**src/rtl/execute.sv**
```systemverilog
// Execute stage for a 4-bit accumulator-style core.
// Each accepted word is one of three kinds: a jump, a register write, or an
// output-port write. The input port is synchronized before use.
module execute (
  input  logic       clk,
  input  logic       rst,
  input  logic       dec_valid,
  input  logic [3:0] im,
  input  logic       is_imm,
  input  logic       mem_w,
  input  logic       is_jump,
  input  logic       is_jnc,
  input  logic       is_add,
  input  logic       is_in,
  input  logic       s_reg,
  input  logic [3:0] operand,
  input  logic [3:0] in_port,
  output logic [3:0] result,
  output logic       in_mem_w,
  output logic       in_s_reg,
  output logic [3:0] pc,
  output logic       carry,
  output logic [3:0] out_port
);

  logic [3:0] r_sync1;
  logic [3:0] r_sync2;
  logic [3:0] r_result;
  logic       r_mem_w;
  logic       r_s_reg;
  logic [3:0] r_pc;
  logic       r_carry;
  logic [3:0] r_out;

  logic [4:0] w_sum;
  logic [3:0] w_src;
  logic       w_write;
  logic       w_take_jump;
  logic       w_carry_next;
  logic [3:0] w_pc_inc;

  assign w_sum       = {1'b0, operand} + {1'b0, im};
  assign w_pc_inc    = r_pc + 4'd1;
  assign w_write     = dec_valid & mem_w & ~is_jump;
  assign w_take_jump = ~is_jnc | ~r_carry;

  // Source select for register writes; IN outranks ADD outranks immediate.
  always_comb begin
    w_src        = operand;
    w_carry_next = 1'b0;
    if (is_in) begin
      w_src = r_sync2;
    end else if (is_add) begin
      w_src        = w_sum[3:0];
      w_carry_next = w_sum[4];
    end else if (is_imm) begin
      w_src = im;
    end
  end

  // Two-flop synchronizer on the asynchronous input switches; runs every cycle.
  always_ff @(posedge clk or negedge rst) begin
    if (!rst) begin
      r_sync1 <= '0;
      r_sync2 <= '0;
    end else begin
      r_sync1 <= in_port;
      r_sync2 <= r_sync1;
    end
  end

  // Architectural state: jump has priority over write, write over output.
  always_ff @(posedge clk or negedge rst) begin
    if (!rst) begin
      r_result <= '0;
      r_mem_w  <= 1'b0;
      r_s_reg  <= 1'b0;
      r_pc     <= '0;
      r_carry  <= 1'b0;
      r_out    <= '0;
    end else begin
      r_mem_w <= w_write;
      if (dec_valid) begin
        if (is_jump) begin
          r_pc    <= w_take_jump ? im : w_pc_inc;
          r_carry <= 1'b0;
        end else if (mem_w) begin
          r_result <= w_src;
          r_s_reg  <= s_reg;
          r_pc     <= w_pc_inc;
          r_carry  <= w_carry_next;
        end else begin
          r_out   <= is_imm ? im : operand;
          r_pc    <= w_pc_inc;
          r_carry <= 1'b0;
        end
      end
    end
  end

  assign result   = r_result;
  assign in_mem_w = r_mem_w;
  assign in_s_reg = r_s_reg;
  assign pc       = r_pc;
  assign carry    = r_carry;
  assign out_port = r_out;

endmodule

```
**config.mk**
```make
export PLATFORM = sky130hd
export DESIGN_NAME = execute
export DESIGN_NICKNAME = d
export VERILOG_FILES = /design/src/rtl/execute.sv
export SDC_FILE = /design/constraint.sdc
export NUM_CORES = 1
export LEC_CHECK = 0
export BUFFER_PORTS_ARGS = -buffer_cell sky130_fd_sc_hd__clkbuf_2
export CORE_MARGIN = 2
export CORE_UTILIZATION = 48
export DETAILED_ROUTE_END_ITERATION = 8
export HOLD_SLACK_MARGIN = 0.03
export PLACE_DENSITY = 0.77
export SYNTH_ARGS = -nofsm -noshare
export SYNTH_HDL_FRONTEND = slang
export SYNTH_SLANG_ARGS = --single-unit
```
**constraint.sdc**
```tcl
create_clock -name clk -period 1.3 [get_ports clk]
set_input_delay 0.065 -clock clk [delete_from_list [all_inputs] [get_ports clk]]
set_output_delay 0.065 -clock clk [all_outputs]
set_load 0.05 [all_outputs]
```
### Word-level counts from Yosys, hierarchy flattened

Index checks and enable logic that the tools add are counted.

| cells by class | value |
|---|---|
| $add $sub $neg | 2 |
| multiplexer cells | 9 |
| bitwise logic cells | 7 |
| reductions and logical operators | 2 |

Operators by type and width:

| operator | count |
|---|---|
| two-way mux 4 bit | 5 |
| AND reduction 3 bit | 2 |
| adder 4 x 4 -> 5 bit | 1 |
| adder 4 x 1 -> 4 bit, second input constant | 1 |
| two-way mux 1 bit | 4 |
| inverter 1 bit | 4 |
| bitwise AND 1 bit | 2 |
| bitwise OR 1 bit | 1 |

| word-level totals | value |
|---|---|
| flip-flop bits (word level) | 23 |
| output and inout bits | 15 |

### Longest topological paths before layout

| logic depth | value |
|---|---|
| word-level depth | 5 |
| mapped depth | 6 |
| depth with buffers taken out | 6 |

### Worst setup path after synthesis

OpenSTA, ideal clock, no wires.

| timing | value |
|---|---|
| kind | reg2reg |
| from | register r_carry, in the netlist carry |
| to | register r_pc[1], in the netlist pc[1] |
| library setup time | 0.126 ns |
| data arrival time | 1.223 ns |
| data required time | 1.174 ns |
| slack | -0.050 ns |
| cell stages (with the launch flop) | 5 |
| path buffers | 1 |
| clock period less this slack | 1.350 ns |
| cells stage by stage | dfrtp_1 a21bo_2 buf_2 mux2i_1 a21oi_1 |

| on the way | value |
|---|---|
| cells in the longest elaborated chain, start to end | 4 |

Ends and longest elaborated chain:

| element | RTL line | text |
|---|---|---|
| from (decl) | 32 | `logic r_carry;` |
| from (signal assigned) | 91 | `r_carry <= w_carry_next;` |
| inverter 1 bit | 45 | `assign w_take_jump = ~is_jnc \| ~r_carry;` |
| bitwise OR 1 bit | 45 |  |
| two-way mux 4 bit | 85 | `r_pc <= w_take_jump ? im : w_pc_inc;` |
| two-way mux 4 bit | 84 | `if (is_jump) begin` |
| to (signal assigned) | 85 |  |
| to (signal assigned) | 90 | `r_pc <= w_pc_inc;` |
| to (signal assigned) | 94 | `r_pc <= w_pc_inc;` |
| to (decl) | 31 | `logic [3:0] r_pc;` |

No other way between the ends.
A chain may end at the register's enable or synchronous reset.

### Worst setup path in the final report

| timing | value |
|---|---|
| from | input im[0] |
| to | register r_result[1], in the netlist result[1] |

| on the way | value |
|---|---|
| cells in the longest elaborated chain, start to end | 3 |

Ends and longest elaborated chain:

| element | RTL line | text |
|---|---|---|
| from (decl) | 8 | `input logic [3:0] im,` |
| adder 4 x 4 -> 5 bit | 42 | `assign w_sum = {1'b0, operand} + {1'b0, im};` |
| two-way mux 4 bit | 53 | `end else if (is_add) begin` |
| two-way mux 4 bit | 51 | `if (is_in) begin` |
| to (signal assigned) | 88 | `r_result <= w_src;` |
| to (decl) | 28 | `logic [3:0] r_result;` |

No other way between the ends.

==> impl_metrics.json <==
{
  "yosysWarnings": 0,
  "worst-slew-pin-transition_ps": 545,
  "critPathLaunch": "im[0]",
  "final_cell_mix": "clkbuf_2, dfrtp_1, a21oi_1",
  "cts_tree": "done",
  "synth_nets": 129,
  "start_util_pct": 49.9,
  "ctsHtreeMaxLevel": 1,
  "rsz0062_at_grt": "false",
  "routabilityCongestion": 0.799,
  "yosys_most_used_dff": "dfrtp_1",
  "fmax_mhz": 883,
  "cp_num_buf_inv": 1,
  "clockPowerShare_pct": 17.7,
  "dp.cells": 163,
  "vdd_drop_max_mv": 0.960,
  "grt_usage_pct": 18.5,
  "vias": 886,
  "cts_setup_buffers": 0,
  "p_sw_share_pct": 39.8,
  "diodes": 0,
  "cts_inserted_buffers": 3,
  "drtAntennaViolNets": 0,
  "finalWirelength_mm": 2.17,
  "critPathMaxStageDelay_ps": 520,
  "worstSetupPathDepth": 7,
  "grt_max_degree": 24,
  "synth-compound-area-share_pct": 17.0,
  "cts.root.buffer_cell": "clkbuf_4",
  "wl_per_cell_um": 12.5,
  "r2r-start": "pc[0]",
  "status": "finished, final reports clean",
  "placement.io_buffers": 36,
  "row_count": 17,
  "p_seq_share_pct": 46.9,
  "drive_gt1_share_pct": 33.1,
  "power_frac_comb_pct": 35.4,
  "period_needed_ps": 1130,
  "r2r.worst_path.cells": 4,
  "overflow": 0,
  "p_leak_nw": 0.691,
  "clock_path_buffers": 2,
  "drv_slew": 0,
  "p_int_w": 0.00111,
  "avgSynthCellArea_um2": 10.7,
  "fin_nets": 174,
  "synthXorXnorAreaFrac_pct": 0.808,
  "synthAdderAreaFrac_pct": 7.62,
  "postSynthCellCount": 101,
  "layout_commonest_cell": "clkbuf_2",
  "die_area_um2": 2650,
  "drt_iter0_drc": 7,
  "netlist_area_um2": 1080,
  "critPathSlowestCell": "fa_2",
  "instances_no_fill": 173,
  "pin_count": 37,
  "power_w": 0.00185,
  "hold_start": "dec_valid",
  "critical_path.cell_chain": "clkbuf_2, ha_1, fa_2, nor2b_1, a211oi_1, a21oi_1, o21ai_0",
  "cp_top_family": "adder cells",
  "synth.area.mux_share_pct": 5.66,
  "yosysSeqAreaShare_pct": 53.1,
  "startpoint_type": "input pin",
  "ctsResizeCount": 0,
  "grt_pass1_vias": 893,
  "setup_violations": 0,
  "critPathKind": "in2reg",
  "cp.arrival_ps": 1360,
  "crit_required_ps": 1520,
  "post-dp-hpwl_mm": 1.69,
  "power.density_nw_per_um2": 1350,
  "cp-end-kind": "flip-flop",
  "vias_per_cell": 5.12,
  "drt_first_pass_iters": 4,
  "grt_pass1_wl_mm": 3.68,
  "maxCapViolCount": 0,
  "core_um2": 2170,
  "area_delta_synth_final_pct": 27.0,
  "async_flop_share_pct": 100,
  "synth_edf_count": 0,
  "whs_path_depth": 2,
  "fin_skew_ps": 7.58,
  "path_clk_slew_ps": 130,
  "switchingPower_w": 0.000738,
  "dieHeight_um": 51.5,
  "synth-simple-area-share_pct": 11.8,
  "synth_top_family_by_area": "compound AO/OA/AOI/OAI gates",
  "synth-seq-cells": 23,
  "path_max_fanout": 2,
  "cts.sinks": 23,
  "antenna_found_initial": 0,
  "hold_viol_final": 0,
  "worst_hold_slack_ps": 84.3,
  "synthDistinctLibCells": 30,
  "relSlewSlack_pct": 63.7,
  "die_w_um": 51.5,
  "hold_class": "in2reg",
  "clk_latency_ps": 310,
  "final.period_utilization_pct": 87.1,
  "drc": 0
}
[final cells by class]
cell class | instances | area (um2)
multi-input cells | 70 | 467
well taps | 28 | 35.0
repair buffers | 44 | 255
clock inverters | 1 | 5.00
fillers | 205 | 793
clock buffers | 3 | 22.5
inverters | 4 | 15.0
flip-flops and latches | 23 | 577
[power by group through the flow]
stage               Clock (W)  Combinational (W)  Sequential [W]
floorplan                   0           0.000187         0.00116
global placement            0           0.000632        0.000876
detailed placement          0           0.000645        0.000882
CTS                  0.000335           0.000662        0.000868
global route         0.000358           0.000705        0.000880
finish               0.000328           0.000656        0.000868
[repair_timing]
action | CTS | global route
setup endpoints to repair | 0 | 0
hold endpoints to repair | 28 | 0
hold buffers | 6 | 0
[worst paths after layout]
kind                              end  slack [ps]
max                         result[1]         170
min                             pc[1]          80
max reg2reg                     pc[2]         190
min reg2reg                r_sync2[1]         360
max in group asynchronous       carry         670
min in group asynchronous       pc[0]         250
[metal layers]
| layer | global-route usage (%) | share of wire, % |
|---|---|---|
| met1 | 23.8 | 45 |
| met2 | 32.7 | 49 |
| met3 | 3.45 | 4.9 |
| met4 | 3.95 | 0.60 |
| met5 | 0 | 0 |
[cell usage after synthesis (2+ instances only)]
cell	instances	area [um2]
nand2b_1	2	12.5
a21oi_1	16	80.1
o21ai_0	5	25.0
mux2i_1	5	50.1
ha_1	5	62.6
nor2_1	6	22.5
o21ai_1	2	10.0
nor2b_1	2	12.5
nand2_1	8	30.0
dfrtp_1	23	576
inv_1	4	15.0
nand3_1	3	15.0
a211oi_1	2	15.0
buf_2	2	10.0
[per-stage QoR]
stage	utilization [%]	setup TNS (ps)	instance area (um2)	setup slack [ps]
detailed placement	59.4	-305	1290	-164
floorplan	-	0	1090	3.41
CTS	63.4	0	1380	161
global placement	59.4	-221	1290	-111
finish	63.4	0	1380	168
global route	63.4	0	1380	101
[kinds of logic (layout without fill, tap and decap cells)]
| family | Yosys count | after routing |
|---|---|---|
| fa+ha+maj | 6 | 6 |
| buf+inv | 8 | 52 |
| flops | 23 | 23 |
| mux | 6 | 6 |
| simple gates | 25 | 25 |
| compound gates | 32 | 32 |
| xor+xnor | 1 | 1 |
Note: power is estimated with default switching activity, not from simulation.
